### config.mk
export PLATFORM = sky130hd
export DESIGN_NAME = ct_f_spsram_arb_ctrl
export DESIGN_NICKNAME = d
export VERILOG_FILES = /design/src/rtl/ct_f_spsram_ctrl_pkg.sv /design/src/rtl/ct_f_spsram_starve_cnt.sv /design/src/rtl/ct_f_spsram_arb_ctrl.sv
export SDC_FILE = /design/constraint.sdc
export NUM_CORES = 1
export LEC_CHECK = 0
export ABC_AREA = 0
export BUFFER_PORTS_ARGS = -buffer_cell sky130_fd_sc_hd__buf_2
export CELL_PAD_IN_SITES_DETAIL_PLACEMENT = 1
export CELL_PAD_IN_SITES_GLOBAL_PLACEMENT = 1
export CORE_AREA = 5 5 351 353
export CTS_BUF_LIST = sky130_fd_sc_hd__clkbuf_2
export CTS_CLUSTER_DIAMETER = 100
export DETAILED_ROUTE_END_ITERATION = 6
export DIE_AREA = 0 0 356 358
export PLACE_DENSITY = 0.35
export SLEW_MARGIN = 0
export SYNTH_ARGS = -nofsm -noshare
export SYNTH_HDL_FRONTEND = slang
export SYNTH_SLANG_ARGS = --single-unit
### constraint.sdc
create_clock -name CLK -period 2.15 [get_ports CLK]
set_input_delay 0.1075 -clock CLK [delete_from_list [all_inputs] [get_ports CLK]]
set_output_delay 0.1075 -clock CLK [all_outputs]
set_load 0.005 [all_outputs]
### src/rtl/ct_f_spsram_ctrl_pkg.sv
`default_nettype none
// ============================================================================
//  Module   : ct_f_spsram_ctrl_pkg
//  Brief    : Shared types and constants for the single-port SRAM arbiter.
//  Revision : 1.0  initial release
// ============================================================================
package ct_f_spsram_ctrl_pkg;

    // Width of the write-starvation counter (holds STARVE_MAX up to 15)
    localparam int STARVE_CNT_W = 4;

    // Controller phase: zero-fill sweep, then normal arbitration
    typedef enum logic [0:0] {
        ST_INIT = 1'b0,
        ST_RUN  = 1'b1
    } state_t;

endpackage
`default_nettype wire

### src/rtl/ct_f_spsram_starve_cnt.sv
`default_nettype none
// ============================================================================
//  Module   : ct_f_spsram_starve_cnt
//  Brief    : Saturating counter of consecutive stalled write cycles.
//  Revision : 1.0  initial release
// ============================================================================
module ct_f_spsram_starve_cnt
    import ct_f_spsram_ctrl_pkg::*;
#(
    parameter int MAX_CNT = 4
) (
    input  logic                    clk,
    input  logic                    rst,
    input  logic                    i_inc,
    input  logic                    i_clr,
    output logic                    o_sat,
    output logic [STARVE_CNT_W-1:0] o_cnt
);

    localparam logic [STARVE_CNT_W-1:0] c_MAX = STARVE_CNT_W'(MAX_CNT);

    logic [STARVE_CNT_W-1:0] r_cnt;

    // Count stalled cycles, holding at the limit; clear wins over increment
    always_ff @(posedge clk) begin
        if (rst || i_clr) begin
            r_cnt <= '0;
        end else if (i_inc && (r_cnt < c_MAX)) begin
            r_cnt <= r_cnt + 1'b1;
        end
    end

    assign o_sat = (r_cnt >= c_MAX);
    assign o_cnt = r_cnt;

endmodule
`default_nettype wire

### src/rtl/ct_f_spsram_arb_ctrl.sv
`default_nettype none
// ============================================================================
//  Module   : ct_f_spsram_arb_ctrl
//  Brief    : Read/masked-write arbiter and zero-fill sequencer in front of a
//             single-port SRAM macro (one access per cycle).
//  Revision : 1.0  initial release
// ============================================================================
module ct_f_spsram_arb_ctrl
    import ct_f_spsram_ctrl_pkg::*;
#(
    parameter int ADDR_WIDTH = 11,
    parameter int DATA_WIDTH = 144,
    parameter int STARVE_MAX = 4,
    parameter int INIT_EN    = 1
) (
    input  logic                  CLK,
    input  logic                  RST,
    output logic                  init_done,
    input  logic                  rd_req_vld,
    input  logic [ADDR_WIDTH-1:0] rd_req_addr,
    output logic                  rd_req_rdy,
    output logic                  rd_rsp_vld,
    output logic [DATA_WIDTH-1:0] rd_rsp_data,
    input  logic                  wr_req_vld,
    input  logic [ADDR_WIDTH-1:0] wr_req_addr,
    input  logic [DATA_WIDTH-1:0] wr_req_data,
    input  logic [DATA_WIDTH-1:0] wr_req_mask,
    output logic                  wr_req_rdy,
    output logic [ADDR_WIDTH-1:0] sram_A,
    output logic                  sram_CEN,
    output logic                  sram_GWEN,
    output logic [DATA_WIDTH-1:0] sram_WEN,
    output logic [DATA_WIDTH-1:0] sram_D,
    input  logic [DATA_WIDTH-1:0] sram_Q
);

    localparam state_t c_RST_STATE = (INIT_EN != 0) ? ST_INIT : ST_RUN;

    state_t                  r_state;
    logic [ADDR_WIDTH-1:0]   r_ptr;
    logic                    r_rsp_vld;

    logic                    w_run;
    logic                    w_init;
    logic                    w_sat;
    logic                    w_wr_win;
    logic                    w_rd_grant;
    logic [STARVE_CNT_W-1:0] w_cnt_unused;

    // Phase sequencer: sweep every address once, then stay in RUN until reset
    always_ff @(posedge CLK) begin
        if (RST) begin
            r_state <= c_RST_STATE;
            r_ptr   <= '0;
        end else if (r_state == ST_INIT) begin
            r_ptr <= r_ptr + 1'b1;
            if (r_ptr == {ADDR_WIDTH{1'b1}}) begin
                r_state <= ST_RUN;
            end
        end
    end

    // Reset forces both phases inactive so nothing reaches the macro
    assign w_run  = (r_state == ST_RUN)  && !RST;
    assign w_init = (r_state == ST_INIT) && !RST;

    // Reads have priority unless the writer has waited STARVE_MAX cycles
    assign w_wr_win   = w_run && wr_req_vld && (!rd_req_vld || w_sat);
    assign w_rd_grant = w_run && rd_req_vld && !w_wr_win;

    assign rd_req_rdy = w_rd_grant;
    assign wr_req_rdy = w_wr_win;
    assign init_done  = (r_state == ST_RUN);

    ct_f_spsram_starve_cnt #(
        .MAX_CNT (STARVE_MAX)
    ) u_starve_cnt (
        .clk   (CLK),
        .rst   (RST),
        .i_inc (wr_req_vld && !w_wr_win),
        .i_clr (!wr_req_vld || w_wr_win),
        .o_sat (w_sat),
        .o_cnt (w_cnt_unused)
    );

    // Macro port mux: init write, granted write, granted read, or idle
    always_comb begin
        sram_CEN  = 1'b1;
        sram_GWEN = 1'b1;
        sram_WEN  = '1;
        sram_A    = '0;
        sram_D    = '0;
        if (w_init) begin
            sram_CEN  = 1'b0;
            sram_GWEN = 1'b0;
            sram_WEN  = '0;
            sram_A    = r_ptr;
        end else if (w_wr_win) begin
            sram_CEN  = 1'b0;
            sram_GWEN = 1'b0;
            sram_WEN  = ~wr_req_mask;
            sram_A    = wr_req_addr;
            sram_D    = wr_req_data;
        end else if (w_rd_grant) begin
            sram_CEN  = 1'b0;
            sram_A    = rd_req_addr;
        end
    end

    // Macro returns read data one cycle after the access; mark it valid then
    always_ff @(posedge CLK) begin
        if (RST) begin
            r_rsp_vld <= 1'b0;
        end else begin
            r_rsp_vld <= w_rd_grant;
        end
    end

    assign rd_rsp_vld  = r_rsp_vld;
    assign rd_rsp_data = r_rsp_vld ? sram_Q : '0;

endmodule
`default_nettype wire

==> results of run 1 <==
-- state kept, by name, indices dropped and copies added, names as in the netlist --
name	flops
init_done	1
rd_rsp_vld	1
r_ptr	11
u_starve_cnt.o_cnt	4
-- path summary, 6_finish.rpt --
kind              slack (ns)                     to                   from  cells past startpoint
hold reg to reg         0.51  u_starve_cnt.o_cnt[3]  u_starve_cnt.o_cnt[3]                      2
setup reg to reg        0.46              r_ptr[10]               r_ptr[0]                      4
setup / recovery        0.11             sram_D[85]  u_starve_cnt.o_cnt[3]                      7
hold / removal          0.10  u_starve_cnt.o_cnt[3]                    RST                      3
-- cells in the mapped netlist (all sizes together), types with 2 or more instances --
master and n:
a21oi 152, and3 11, clkbuf 40, inv 5, nand3 3, and2 290
xor2 3, o31ai 4, or3 4, nand2 2, nor2 8, buf 32
nand2b 2, ha 2, or4 3, mux2i 2, o21ai 4, a221o 11
nor3 4, dfxtp 17
-- through the flow --
| stage | area, um^2 | hold slack [ns] |
|---|---|---|
| after floorplan | 3770 | 0.266 |
| after global placement | 10300 | 0.457 |
| after detailed placement | 10300 | 0.464 |
| after CTS | 10500 | 0.0779 |
| after global routing | 10600 | 0.0682 |
| final | 10600 | 0.103 |
-- cell type report --
type | count | area [um^2] | share of cell area [%]
diodes | 14 | 35.0 | 0.330
clock buffers | 3 | 15.0 | 0.141
clock inverters | 1 | 5.00 | 0.0471
inverters | 5 | 18.8 | 0.177
multi-input cells | 514 | 3120 | 29.3
flip-flops and latches | 17 | 348 | 3.28
well taps | 1612 | 2020 | 19.0
repair buffers | 942 | 5060 | 47.7
-- power by group through the flow --
stage | clock network, W | registers (W) | logic (W)
2_1_floorplan | 0 | 0.000335 | 0.000160
3_3_place_gp | 0 | 0.000337 | 0.00105
3_5_place_dp | 0 | 0.000337 | 0.00104
4_1_cts | 0.000173 | 0.000330 | 0.00104
5_1_grt | 0.000186 | 0.000332 | 0.00112
6_report | 0.000163 | 0.000330 | 0.00102
-- timing repair --
item | CTS | global route
buffers inserted | 4 | 1
setup endpoints to repair | 140 | 96
cloned | 2 | 4
gates resized for setup | 5 | 11
pin swaps | 2 | 2
-- cell families (layout without fill, tap and decap cells) --
logic type               after synthesis  in the layout
multiplexers                           3              3
XOR/XNOR                               4              4
flip-flops                            17             17
adder cells (fa/ha/maj)                2              2
AND/OR/NAND/NOR                      333            333
AO/OA/AOI/OAI                        172            172
other                                  0             14
buffers and inverters                 77            951
-- worst max-delay path, delay by kind of cell, from the launching register on --
kind,cells,cell delay (ns)
AO/OA/AOI/OAI,1,0.18
AND/OR/NAND/NOR,2,0.20
flip-flops,1,0.40
buffers and inverters,4,0.79
-- layer usage --
metal	vias up	track usage, %	wire (um)
met2	725	21.0	40100
met4	4	1.12	1600
li1	3765	-	-
met1	3872	16.4	37500
met3	247	4.76	8650
met5	-	0	24
==> flow_summary.ini, run 1 <==
[clocking]
cts_tree = built
numCtsBuffers = 3
postCtsHoldBufs = 0
root_buffer = clkbuf_2
cts_sinks = 17
htreeDepth = 1
clk_path_buf_depth = 2
clk_pin_slew_ns = 0.17
insertion_delay_ns = 0.33

[setup_path]
required_ns = 2.04
worst_path_max_delay_cell = dfxtp_2
path_cells = nor2_4, a211oi_4, buf_4, buf_12, buf_12, and2_1, buf_2
worstPathMaxFanout = 32
crit_type = flop to primary output
worst_setup_path_end_kind = primary output
cpMostUsedCell = buf_12
cp-start-kind = flop
max_stage_delay_ns = 0.40
worstPathArrival_ns = 1.93

[timing]
setup_violations = 0
rsz0062_at_grt = yes
finalWorstSetupSlack_ns = 0.109
worstMarginPinSlew_ns = 0.437
hold_viol = 0
max_slew_margin_pct = 70.9
tns_ns = 0
fin_skew_ns = 0.0248
slew_viol_final = 0
timing.fmax_mhz = 490
min_period_ns = 2.04
post-route-period-util_pct = 94.9

[power]
intPower_w = 0.000814
swShare_pct = 46.3
power_frac_comb_pct = 67.5
power_density_mw_per_mm2 = 143
seqPwrFrac_pct = 21.8
p_switching_w = 0.000701
p_clk_share_pct = 10.7
p_leak_nw = 5.82
peakVddDrop_mv = 0.115
p_total_w = 0.00152

[cells_and_area]
mostFrequentLayoutCells = 905 x buf_2, 290 x and2_1, 152 x a21oi_1
fillerInstances = 14700
drive_gt1_share_pct = 64.5
nets = 1943
final_common_cell = buf_2
fin_util_pct = 8.89
finalNonFillerCells = 3108
syn_to_final_growth_pct = 182

[floorplanning]
die_area_mm2 = 0.127
fp.dieW_um = 356
core-area_mm2 = 0.119
rows = 127
die_height_um = 358
initial_utilization_pct = 3.16
io_pins = 907

[route]
drc = 0
drt-total-wl_mm = 87.9
drt_iter0_drc = 366
detail-route-antenna-nets = 0
vias_per_cell = 2.77
wire_per_inst_um = 28.3
drt-pass1-iter-count = 5
vias = 8613

[placed_design]
dp.final_hpwl_mm = 81.6
pre_cts_ws_ns = 0.213
port_buffers = 906
placed_cells = 3080
gp_congestion = 0.778

[flow_run]
max_cap_violations = 0

[synth]
synth-async-reset-ratio_pct = 0
synth.distinct_cells = 31
netlist_instances = 608
ys_seq_area_share_pct = 9.02
syn-num-nets = 1068
synth-edff-count = 0
netlist.area_leader.share_pct = 48.1
yosysTopAreaCell = and2_1
synth_compound_area_share_pct = 25.0
yosys-top-cells-area = and2_1 48%, a21oi_1 20%, dfxtp_1 9.0%
synth-seq-cells = 17
synth_top_family_by_area = simple AND/OR/NAND/NOR gates
synthSimpleGateAreaFrac_pct = 54.8
synthAdderAreaFrac_pct = 0.664
mappedNetlistArea_mm2 = 0.00377
synth_flop_cell = dfxtp_1
synth_area_per_cell_um2 = 6.20
synthMuxAreaShare_pct = 0.829
yosysWarnings = 0
synth_xor_area_share_pct = 0.929

[status]
status = finished clean

[global_route]
overflow = 0
grt_usage_pct = 12.7
grt_max_degree = 83
grt_pass1_vias = 8434
grt_pass1_wl_mm = 104
antenna_found_initial = 149

[hold_path]
hold_path.class = primary input to flop
Note: power is estimated with default switching activity, not from simulation.
==> inputs of run 2 (changes only) <==
--- a/config.mk
+++ b/config.mk
@@ -5,16 +5,16 @@
 export SDC_FILE = /design/constraint.sdc
 export NUM_CORES = 1
 export LEC_CHECK = 0
-export ABC_AREA = 0
+export ABC_AREA = 1
 export BUFFER_PORTS_ARGS = -buffer_cell sky130_fd_sc_hd__buf_2
 export CELL_PAD_IN_SITES_DETAIL_PLACEMENT = 1
 export CELL_PAD_IN_SITES_GLOBAL_PLACEMENT = 1
-export CORE_AREA = 5 5 351 353
+export CORE_AREA = 5 5 346 348
 export CTS_BUF_LIST = sky130_fd_sc_hd__clkbuf_2
 export CTS_CLUSTER_DIAMETER = 100
 export DETAILED_ROUTE_END_ITERATION = 6
-export DIE_AREA = 0 0 356 358
-export PLACE_DENSITY = 0.35
+export DIE_AREA = 0 0 351 353
+export PLACE_DENSITY = 0.38
 export SLEW_MARGIN = 0
 export SYNTH_ARGS = -nofsm -noshare
 export SYNTH_HDL_FRONTEND = slang
==> run 2 against run 1 <==
Combinational power rose by 12%; sequential cell count unchanged; global-route usage is 1.7 points lower.
==> flow_summary.ini, run 2 <==
[cells_and_area]
largest_register_ffs = 11
mostFrequentLayoutCells = 906 x buf_2, 304 x inv_1, 187 x nand2_1
post-route-cell-area_mm2 = 0.0111
syn_to_final_growth_pct = 162
drive_gt1_share_pct = 52.9
seq_area_um2 = 345
multi_input_area_mm2 = 0.00250
fillerInstances = 14500
final_common_cell = buf_2
nets = 2300
max_flop_register = r_ptr

[floorplanning]
initial_utilization_pct = 3.65
die_height_um = 353
rows = 125
core-area_mm2 = 0.116
die_area_mm2 = 0.124
fp.dieW_um = 351
io_pins = 907

[flow_run]
max_cap_violations = 0

[setup_path]
path_cells = buf_4, inv_2, nand2_8, inv_16, buf_4, nand2_1, nand3_1, buf_2
worst_setup_path_end_kind = primary output
required_ns = 2.04
critPathTopFamily = buffers and inverters
worstReg2RegEnd = r_ptr[8]
rr_startpoint = r_ptr[1]
worstPathArrival_ns = 1.96
worst_path_max_delay_cell = dfxtp_2
cp-start-kind = flop
cpMostUsedCell = buf_4
startpoint = init_done
crit_type = flop to primary output
max_stage_delay_ns = 0.36
reg2regPathDepth = 6
r2r_slack_ns = 0.66
crit_path_end = sram_A[10]
crit_buf_inv = 5
worstPathMaxFanout = 21
crit_cells = 8

[clocking]
numCtsBuffers = 3
clk_pin_slew_ns = 0.17
clk_path_buf_depth = 2
root_buffer = clkbuf_2
htreeDepth = 1
cts_tree = built
insertion_delay_ns = 0.34
cts_sinks = 17

[placed_design]
gp_congestion = 0.848
placed_area_mm2 = 0.0107
dp.final_hpwl_mm = 68.0
port_buffers = 906

[global_route]
grt_max_degree = 82
antenna_found_initial = 118
overflow = 0
grt_pass1_wl_mm = 91.4
grt_usage_pct = 11.0
grt_pass1_vias = 9630

[timing]
worstMarginPinSlew_ns = 0.539
post-route-period-util_pct = 96.1
slew_viol_final = 0
hold_viol = 0
fin_hold_ws_ns = 0.115
timing.fmax_mhz = 484
max_slew_margin_pct = 63.9
fin_skew_ns = 0.0388
min_period_ns = 2.07
setup_violations = 0
rsz0062_at_grt = no

[route]
drt_iter0_drc = 440
detail-route-antenna-nets = 0
wl_met2_mm = 35.9
wire_per_inst_um = 22.3
route.met3.wl_mm = 6.98
drt-total-wl_mm = 75.4
vias = 9556
top_layer_used = met5
met1Wirelength_mm = 30.9
drt-pass1-iter-count = 5
vias_per_cell = 2.82
drc = 0

[synth]
mappedNetlistArea_mm2 = 0.00423
synth_area_per_cell_um2 = 4.45
synth-edff-count = 0
yosysTopAreaCell = inv_1
synth.distinct_cells = 26
netlist.area_leader.share_pct = 27.0
synth-async-reset-ratio_pct = 0
synth_flop_cell = dfxtp_1
synth-seq-cells = 17
yosys-top-cells-area = inv_1 27%, nand2_1 17%, o21ai_0 16%
netlist_instances = 951
syn-num-nets = 1411
ys_top_cells_by_count = 304 x inv_1, 188 x nand2_1, 165 x nor2_1, 134 x o21ai_0
yosysMostFrequentCell = inv_1
yosysWarnings = 0
ys_seq_area_share_pct = 8.04

[power]
power_density_mw_per_mm2 = 147
p_leak_nw = 7.56
peakVddDrop_mv = 0.116

[status]
status = finished clean

[hold_path]
hold_path.class = primary input to flop
-- run 2: cells by family (layout without fill, tap and decap cells) --
family          after synthesis  in the layout  share of synthesized area, %
compound gates              155            155                          18.4
xor+xnor                      2              2                         0.414
fa+ha+maj                     2              2                         0.591
buf+inv                     376           1261                          35.3
flops                        17             17                          8.04
other cells                   0             24                             0
simple gates                399            402                          37.3
-- run 2: worst min path at each step --
stage / startpoint / endpoint / cells past startpoint
2_1_floorplan: RST / init_done / 1
3_3_place_gp: RST / r_ptr[1] / 2
3_5_place_dp: RST / r_ptr[1] / 2
4_1_cts: wr_req_vld / u_starve_cnt.o_cnt[2] / 3
5_1_grt: wr_req_vld / u_starve_cnt.o_cnt[2] / 3
6_report: wr_req_vld / u_starve_cnt.o_cnt[2] / 3
-- run 2: repair_timing --
| item | 4_1_cts | 5_1_grt |
|---|---|---|
| gates resized for setup | 12 | 7 |
| buffers inserted | 0 | 11 |
| endpoints found under the setup margin | 137 | 128 |
| gates cloned | 2 | 4 |
| hold buffers | 1 | 0 |
| hold endpoints to repair | 3 | 0 |
| pin swaps | 1 | 4 |
-- run 2: metal layers --
metal / GRT usage [%] / up-vias
li1: - / 4504
met1: 12.9 / 4219
met2: 19.6 / 657
met3: 3.97 / 168
met4: 1.46 / 8
met5: 0 / -
-- run 2: layout make-up --
type	instances	area share, %
Tap cell	1524	17.2
Clock inverter	1	0.0452
Antenna cell	24	0.542
Timing Repair Buffer	949	45.7
Sequential cell	17	3.12
Inverter	307	10.5
Timing Repair inverter	1	0.0790
Clock buffer	3	0.135
Multi-Input combinational cell	561	22.6
-- run 2: stage by stage --
stage | std cells | worst slack (ns) | power (W) | setup TNS, ns | util [%]
finish | 3387 | 0.0845 | 0.00163 | 0 | 9.56
global route | 3370 | 0.00223 | 0.00178 | 0 | 9.53
CTS | 3348 | -0.0110 | 0.00164 | -0.0153 | 9.31
detailed placement | 3341 | 0.108 | 0.00144 | 0 | 9.22
global placement | 3341 | 0.0417 | 0.00144 | 0 | 9.22
floorplan | 951 | 0.854 | 0.000592 | 0 | -
-- run 2: worst register-to-register path: stages, from the launching register on --
cell and delay, ns:
dfxtp_1 0.48, ha_1 0.20, inv_1 0.05, nor2_1 0.35, nand3_1 0.17, nor2_1 0.15
nor2_1 0.06
-- run 2: power breakdown --
group	internal (W)	switching [W]	total (W)
registers	0.000322	0.00000911	0.000331
logic	0.000527	0.000613	0.00114
clock network	0.0000421	0.000121	0.000163
